**src/rtl/mem_ctrl_pkg.sv**
```systemverilog
// Shared types and constants for the byte-serialising memory arbiter.
package mem_ctrl_pkg;

  // RAM byte-address width; addresses wrap modulo 2**RAM_AW
  localparam int RAM_AW   = 17;
  // {mem_stall_req, if_stall_req}
  localparam int StallBus = 2;

  localparam logic [1:0] LenByte = 2'b00;
  localparam logic [1:0] LenHalf = 2'b01;
  localparam logic [1:0] LenWord = 2'b10;

  typedef enum logic [1:0] {
    ST_IDLE  = 2'd0,
    ST_READ  = 2'd1,
    ST_WRITE = 2'd2
  } state_t;

  typedef enum logic {
    OWN_IF  = 1'b0,
    OWN_MEM = 1'b1
  } owner_t;

  // Number of RAM byte cycles for an access length; the reserved code acts as a word
  function automatic logic [2:0] len_bytes(input logic [1:0] len);
    case (len)
      LenByte: return 3'd1;
      LenHalf: return 3'd2;
      default: return 3'd4;
    endcase
  endfunction

endpackage

```
**src/rtl/mem_ctrl.sv**
```systemverilog
// Single-port arbiter between fetch and MEM stage in front of a byte-wide RAM.
// Accesses are split into one-byte RAM cycles; reads assemble little-endian data.
//
// state    | meaning
// ST_IDLE  | no access in flight; data request wins over fetch
// ST_READ  | addressing byte cnt, capturing byte cnt-1 (RAM has one cycle latency)
// ST_WRITE | writing byte cnt of the latched store data
module mem_ctrl
  import mem_ctrl_pkg::*;
(
  input  logic              clk,
  input  logic              rst,
  input  logic              rdy,
  input  logic              if_req_i,
  input  logic [31:0]       if_addr_i,
  output logic [31:0]       if_data_o,
  output logic              if_done_o,
  input  logic              mem_req_i,
  input  logic              mem_we_i,
  input  logic [1:0]        mem_len_i,
  input  logic [31:0]       mem_addr_i,
  input  logic [31:0]       mem_wdata_i,
  output logic [31:0]       mem_rdata_o,
  output logic              mem_done_o,
  output logic [RAM_AW-1:0] ram_a_o,
  output logic [7:0]        ram_dout_o,
  output logic              ram_wr_o,
  input  logic [7:0]        ram_din_i,
  output logic              if_stall_req_o,
  output logic              mem_stall_req_o
);

  state_t              state_q, state_d;
  owner_t              owner_q, owner_d;
  logic [31:0]         base_q, base_d;
  logic [2:0]          len_q, len_d;
  logic [31:0]         wdata_q, wdata_d;
  logic [2:0]          cnt_q, cnt_d;
  logic [31:0]         asm_q, asm_d;
  logic [31:0]         if_data_q, if_data_d;
  logic [31:0]         mem_rdata_q, mem_rdata_d;
  logic                if_done_q, if_done_d;
  logic                mem_done_q, mem_done_d;

  logic [31:0]         asm_byte;
  logic [1:0]          byte_idx;
  logic [31:0]         addr_full;
  logic                unused_addr_hi;
  logic [StallBus-1:0] stall_bus;

  // State and datapath registers; rdy low freezes everything
  always_ff @(posedge clk or posedge rst) begin
    if (rst) begin
      state_q     <= ST_IDLE;
      owner_q     <= OWN_IF;
      base_q      <= '0;
      len_q       <= '0;
      wdata_q     <= '0;
      cnt_q       <= '0;
      asm_q       <= '0;
      if_data_q   <= '0;
      mem_rdata_q <= '0;
      if_done_q   <= 1'b0;
      mem_done_q  <= 1'b0;
    end else if (rdy) begin
      state_q     <= state_d;
      owner_q     <= owner_d;
      base_q      <= base_d;
      len_q       <= len_d;
      wdata_q     <= wdata_d;
      cnt_q       <= cnt_d;
      asm_q       <= asm_d;
      if_data_q   <= if_data_d;
      mem_rdata_q <= mem_rdata_d;
      if_done_q   <= if_done_d;
      mem_done_q  <= mem_done_d;
    end
  end

  // Read byte arriving now belongs to the byte addressed in the previous cycle
  always_comb begin
    byte_idx = cnt_q[1:0] - 2'd1;
    asm_byte = asm_q;
    asm_byte[{byte_idx, 3'b000} +: 8] = ram_din_i;
  end

  // Next-state, acceptance and completion logic
  always_comb begin
    state_d     = state_q;
    owner_d     = owner_q;
    base_d      = base_q;
    len_d       = len_q;
    wdata_d     = wdata_q;
    cnt_d       = cnt_q;
    asm_d       = asm_q;
    if_data_d   = if_data_q;
    mem_rdata_d = mem_rdata_q;
    if_done_d   = 1'b0;
    mem_done_d  = 1'b0;
    case (state_q)
      ST_IDLE: begin
        if (mem_req_i && !mem_done_q) begin
          owner_d = OWN_MEM;
          base_d  = mem_addr_i;
          len_d   = len_bytes(mem_len_i);
          wdata_d = mem_wdata_i;
          cnt_d   = '0;
          asm_d   = '0;
          state_d = mem_we_i ? ST_WRITE : ST_READ;
        end else if (if_req_i && !if_done_q) begin
          owner_d = OWN_IF;
          base_d  = if_addr_i;
          len_d   = 3'd4;
          cnt_d   = '0;
          asm_d   = '0;
          state_d = ST_READ;
        end
      end
      ST_READ: begin
        if (owner_q == OWN_IF && !if_req_i) begin
          // fetch withdrawn (e.g. redirect): drop it without a done pulse
          state_d = ST_IDLE;
        end else begin
          cnt_d = cnt_q + 3'd1;
          if (cnt_q != 3'd0) asm_d = asm_byte;
          if (cnt_q == len_q) begin
            state_d = ST_IDLE;
            if (owner_q == OWN_IF) begin
              if_done_d = 1'b1;
              if_data_d = asm_byte;
            end else begin
              mem_done_d  = 1'b1;
              mem_rdata_d = asm_byte;
            end
          end
        end
      end
      ST_WRITE: begin
        cnt_d = cnt_q + 3'd1;
        if (cnt_q == len_q - 3'd1) begin
          state_d    = ST_IDLE;
          mem_done_d = 1'b1;
        end
      end
      default: state_d = ST_IDLE;
    endcase
  end

  // RAM side: address wraps at the RAM size, write data only driven while writing
  always_comb begin
    addr_full      = base_q + {29'd0, cnt_q};
    ram_a_o        = addr_full[RAM_AW-1:0];
    unused_addr_hi = ^addr_full[31:RAM_AW];
    ram_wr_o       = (state_q == ST_WRITE) && rdy;
    ram_dout_o     = 8'h00;
    if (state_q == ST_WRITE) ram_dout_o = wdata_q[{cnt_q[1:0], 3'b000} +: 8];
  end

  // Pipeline-facing outputs; a port stops stalling in its own done cycle
  always_comb begin
    stall_bus       = {mem_req_i & ~mem_done_q, if_req_i & ~if_done_q};
    mem_stall_req_o = stall_bus[1];
    if_stall_req_o  = stall_bus[0];
    if_data_o       = if_data_q;
    if_done_o       = if_done_q;
    mem_rdata_o     = mem_rdata_q;
    mem_done_o      = mem_done_q;
  end

endmodule
```
**config.mk**
```make
export PLATFORM = sky130hd
export DESIGN_NAME = mem_ctrl
export DESIGN_NICKNAME = d
export VERILOG_FILES = /design/src/rtl/mem_ctrl_pkg.sv /design/src/rtl/mem_ctrl.sv
export SDC_FILE = /design/constraint.sdc
export NUM_CORES = 1
export LEC_CHECK = 0
export ABC_AREA = 1
export BUFFER_PORTS_ARGS = -buffer_cell sky130_fd_sc_hd__buf_2
export CAP_MARGIN = 20
export CORE_UTILIZATION = 55
export DETAILED_ROUTE_END_ITERATION = 8
export GPL_ROUTABILITY_DRIVEN = 0
export MAX_ROUTING_LAYER = met4
export PLACE_DENSITY = 0.83
export SLEW_MARGIN = 20
export SYNTH_ARGS = -nofsm -noshare
export SYNTH_HDL_FRONTEND = slang
export SYNTH_SLANG_ARGS = --single-unit
export TNS_END_PERCENT = 100
```
**constraint.sdc**
```tcl
create_clock -name clk -period 10.6 [get_ports clk]
set_input_delay 2.12 -clock clk [delete_from_list [all_inputs] [get_ports clk]]
set_output_delay 2.12 -clock clk [all_outputs]
set_load 0.005 [all_outputs]
```
# Yosys cells after proc, flatten, opt, wreduce, memory -nomap -nowiden
# Index checks and enable logic that the tools add are counted.
dict set report word_totals {
  output_inout_bits 94
  reg_bits 156
  elab_cells 89
  latchBits 0
  ram_bits 0
  mem_count 0
  mem_bits_ro 0
}
dict set report op_classes {
  n_bitwise 6
  div_mod_pow 0
  n_eq_ne 10
  n_reduce_logical 20
  n_shift 3
  mux 34
  magnitude_cmp 0
  add_sub_neg 5
  multipliers 0
}
# op count
set ops {}
lappend ops {{2-to-1 mux 32 bit} 4}
lappend ops {{one-hot mux 32 bit (2 select lines)} 1}
lappend ops {{2-to-1 mux 17 bit} 2}
lappend ops {{bitwise mux 32 bit} 1}
lappend ops {{variable shift 8 x 7 -> 32 bit, first input constant} 1}
lappend ops {{indexed part select 32 x 6 -> 8 bit} 1}
lappend ops {{indexed part select 8 x 7 -> 32 bit} 1}
lappend ops {{adder 17 x 3 -> 17 bit} 1}
lappend ops {{2-to-1 mux 3 bit} 5}
lappend ops {{AND reduction 5 bit} 3}
lappend ops {{2-to-1 mux 2 bit} 6}
lappend ops {{2-to-1 mux 1 bit} 10}
lappend ops {{one-hot mux 3 bit (3 select lines)} 1}
lappend ops {{2-to-1 mux 8 bit} 1}
lappend ops {{AND reduction 4 bit} 2}
lappend ops {{negator 5 -> 7 bit} 1}
lappend ops {{equality test 3 bit} 2}
lappend ops {{inequality test 2 bit, second input constant} 3}
lappend ops {{inequality test 3 bit, second input constant} 2}
lappend ops {{one-hot mux 2 bit (3 select lines)} 1}
lappend ops {{one-hot mux 3 bit (2 select lines)} 1}
lappend ops {{AND reduction 3 bit} 2}
lappend ops {{nonzero test 3 bit} 2}
lappend ops {{equality test 2 x 1 -> 1 bit, second input constant} 2}
lappend ops {{other kinds (11)} 22}

# Logic depth before layout (Yosys ltp)
dict set report logic_depth {
  word_depth 7
  depth_mapped 10
  ltp_nobuf 9
}

# Worst setup path after synthesis
# No wires, ideal clock.
dict set report synth_timing {
  path_kind {input -> output}
  start {input port rdy}
  end {output port ram_wr_o}
  setup_slack_ns 5.795
  arrival_time_ns 2.685
  stages 4
  path_cell_list {clkbuf_1 > buf_2 > nand2_1 > inv_1}
}
dict set report synth_between {
  elab_chain_cells 1
}
# element line
set synth_lines {}
lappend synth_lines {{from (decl)} mem_ctrl.sv:13} ;# input logic rdy,
lappend synth_lines {{logical AND 1 bit} mem_ctrl.sv:154} ;# ram_wr_o = (state_q == ST_WRITE) && rdy;
lappend synth_lines {{to (decl)} mem_ctrl.sv:27} ;# output logic ram_wr_o,
# Every way passes these cells.

# Final worst setup path
dict set report layout_timing {
  start {input port mem_req_i}
  end {output port mem_stall_req_o}
}
dict set report layout_between {
  elab_chain_cells 1
}
# element line
set layout_lines {}
lappend layout_lines {{from (decl)} mem_ctrl.sv:18} ;# input logic mem_req_i,
lappend layout_lines {{AND 1 bit} mem_ctrl.sv:161} ;# stall_bus = {mem_req_i & ~mem_done_q, if_req_i & ~if_done_q};
lappend layout_lines {{to (decl)} mem_ctrl.sv:30} ;# output logic mem_stall_req_o
# Every way passes these cells.

==> metrics.md <==
| Metric | Value |
|---|---|
| Status | `completed` |
| Cell with the most instances after synthesis | `nand2_1` |
| GRT Total Usage | `0.282` |
| Synth warn | `0` |
| Placement Setup Slack | `5.01 ns` |
| Crit path time final | `5.59 ns` |
| Final Hold Viols | `0` |
| CTS tree | `done` |
| Syn_nets | `1070` |
| Maximum VDD drop | `0.000182 V` |
| Comb pwr share | `0.358` |
| Worst Skew | `0.00669 ns` |
| HPWL after detailed placement | `12400 um` |
| Leakage power figure | `5.00 nW` |
| Area contributors post-synth | `dfrtp_1 (51%), nand2_1 (13%), nand3_1 (5.1%)` |
| Largest net degree at the start of global routing | `91` |
| Critical setup path kind | `in2out` |
| # clock sinks | `156` |
| Psw | `0.898 mW` |
| Area occupied by multi-input gates | `3070 um^2` |
| R2r setup slk | `8.05 ns` |
| Number of buffers on the longest clock path | `2` |
| First-pass DRT Iterations | `6` |
| Worst r2r dst | `asm_q[27]` |
| Power density over the cells | `262 nW/um^2` |
| Worst-margin pin slew | `0.869 ns` |
| Routed WL per cell | `14.6 um` |
| Critical path required time | `8.48 ns` |
| Initial Util | `0.572` |
| Internal power | `1.52 mW` |
| Final period util | `0.527` |
| Post-CTS sizing | `0` |
| Setup Viol. Count Final | `0` |
| Clock H-tree levels | `4` |
| Antenna Cells | `0` |
| CP Launch Type | `input pin` |
| Yosys top cell by area | `dfrtp_1` |
| Synthesized cell area | `7690 um^2` |
| I/O pins | `206` |
| Clock network power share | `0.271` |
| Die W | `120 um` |
| Die height | `120 um` |
| Hold Crit Endpoint | `wdata_q[7]` |
| Drt via density | `5.30` |
| PortBufs | `175` |
| Starting DRT DRC Count | `510` |
| Sw Ratio | `0.372` |
| Hold-critical path depth | `2` |
| Final WS setup | `5.01 ns` |
| Cts bufs inserted | `17` |
| Vias in the first global route | `6471` |
| Full die area | `14500 um^2` |
| Min Hold Slack | `0.465 ns` |
| DRT antenna net count | `0` |
| Initial antenna violation count | `0` |
| Pins Over Slew Limit | `0` |
| CP arrival | `3.47 ns` |
| Hold Crit Start | `wdata_q[7]` |
| Worst hold-check path type | `reg2reg` |
| Slew Limit Headroom | `0.421` |
| Worst R2R Start | `cnt_q[1]` |
| # rows | `42` |
| Clock transition at path regs | `0.06 ns` |
| Synth unique cells | `38` |
| Register Area | `3900 um^2` |
| # fillers | `1140` |
| First-pass GRT wire length | `31300 um` |
| Total gr overflow | `0` |
| Hold Buf Count CTS | `0` |
| Post-synth ARST share | `1.00` |
| Sequential fraction of the synthesis area | `0.507` |
| Clock Latency Late Sink | `0.42 ns` |
| Clk root buf | `clkbuf_16` |
| EDFF count, synth | `0` |
| DRT Wirelength | `18800 um` |
| Top post-synthesis cells by count | `nand2_1 (274), dfrtp_1 (156), inv_1 (101)` |
| Max Cap Viol | `0` |
| Core area | `13500 um^2` |
| RSZ-0062 raised after global routing | `no` |
| Post-synth top flop | `dfrtp_1` |
| Critical Path End Type | `primary output` |
| Share of post-route cells with drive strength above 1 | `0.213` |
| #FFs+latches synth | `156` |
| Sequential share of power | `0.371` |
| Layout Nets | `1224` |
| Setup TNS | `0 ns` |
| Layout area overhead | `19.5%` |
| Total number of vias | `6811` |
| Worst R2R Path Depth | `10` |
| Mapped Cells | `943` |
| Detailed-route DRC error count | `0` |
| Post-CTS Setup Inserts | `0` |
| Avg Inst Size Synth | `8.16 um^2` |
| Critical path fanouts, max | `23` |
| Top cell type's share of synthesized area | `0.507` |
| Max Clk Rate | `0.179 GHz` |
-- per-stage QoR --
step	cell area (um^2)	power (mW)	util	cells
floorplan	7690	1.48	-	943
global placement	8550	1.73	0.636	1254
detailed placement	8550	1.76	0.636	1254
CTS	9200	2.42	0.684	1286
global route	9200	2.58	0.684	1286
finish	9200	2.41	0.684	1286
-- routing by layer --
layer	GRT usage	vias to the layer above	share of wire
met4	0.0787	0	0.015
met1	0.377	3203	0.44
li1	-	3340	-
met3	0.0571	21	0.063
met5	-	-	0
met2	0.439	247	0.48
-- critical path, cell delays in order --
cell	delay [ns]
buf_2	0.10
nand2_2	0.34
clkinv_1	0.59
buf_2	0.31
-- sequential cells by signal, indices dropped and copies added (netlist names) --
signal	count
if_done_o	1
state_q	2
mem_rdata_o	32
wdata_q	32
mem_done_o	1
cnt_q	3
asm_q	32
len_q	3
if_data_o	32
owner_q	1
base_q	17
-- worst max-delay path by stage --
stage          startpoint         endpoint  slack (ns)
3_3_place_gp    mem_req_i  mem_stall_req_o        5.05
5_1_grt         mem_req_i  mem_stall_req_o        4.89
2_1_floorplan         rst         asm_q[0]        4.27
4_1_cts         mem_req_i  mem_stall_req_o        4.98
6_report        mem_req_i  mem_stall_req_o        5.01
3_5_place_dp    mem_req_i  mem_stall_req_o        5.01
-- layout make-up --
class,instances,share of cell area
Clock buffer,21,0.0523
Clock inverter,11,0.0178
Inverter,109,0.0456
Multi-Input combinational cell,630,0.334
Sequential cell,156,0.425
Tap cell,176,0.0239
Timing Repair Buffer,183,0.102
-- cell usage in the layout, fill, tap and decap left out, types with 7 or more instances in the layout --
| master | n |
|---|---|
| nand3_1 | 78 |
| o22ai_1 | 17 |
| buf_2 | 175 |
| xor2_1 | 11 |
| o211ai_1 | 7 |
| nor2_1 | 62 |
| buf_4 | 8 |
| nand2_1 | 274 |
| a31oi_1 | 17 |
| a21oi_1 | 54 |
| ha_1 | 14 |
| nand4_1 | 7 |
| dfrtp_1 | 156 |
| o21ai_0 | 53 |
| clkbuf_16 | 17 |
| inv_1 | 100 |
-- cells by family (layout without fill, tap and decap cells) --
family / after synthesis / count (layout) / share of synthesized area
and+or+nand+nor: 443 / 443 / 0.243
xor gates and xnor gates: 16 / 16 / 0.0207
adders and majority gates: 15 / 15 / 0.0254
AOI/OAI and AO/OA: 156 / 156 / 0.110
buffers and inverters: 157 / 324 / 0.0933
DFF: 156 / 156 / 0.507
-- power by group through the flow --
stage	logic, mW	clock network (mW)	registers [mW]
2_1_floorplan	0.595	0	0.889
3_3_place_gp	0.837	0	0.893
3_5_place_dp	0.856	0	0.901
4_1_cts	0.868	0.661	0.893
5_1_grt	0.980	0.685	0.915
6_report	0.864	0.654	0.895
Power figures use the tool's default switching activity.
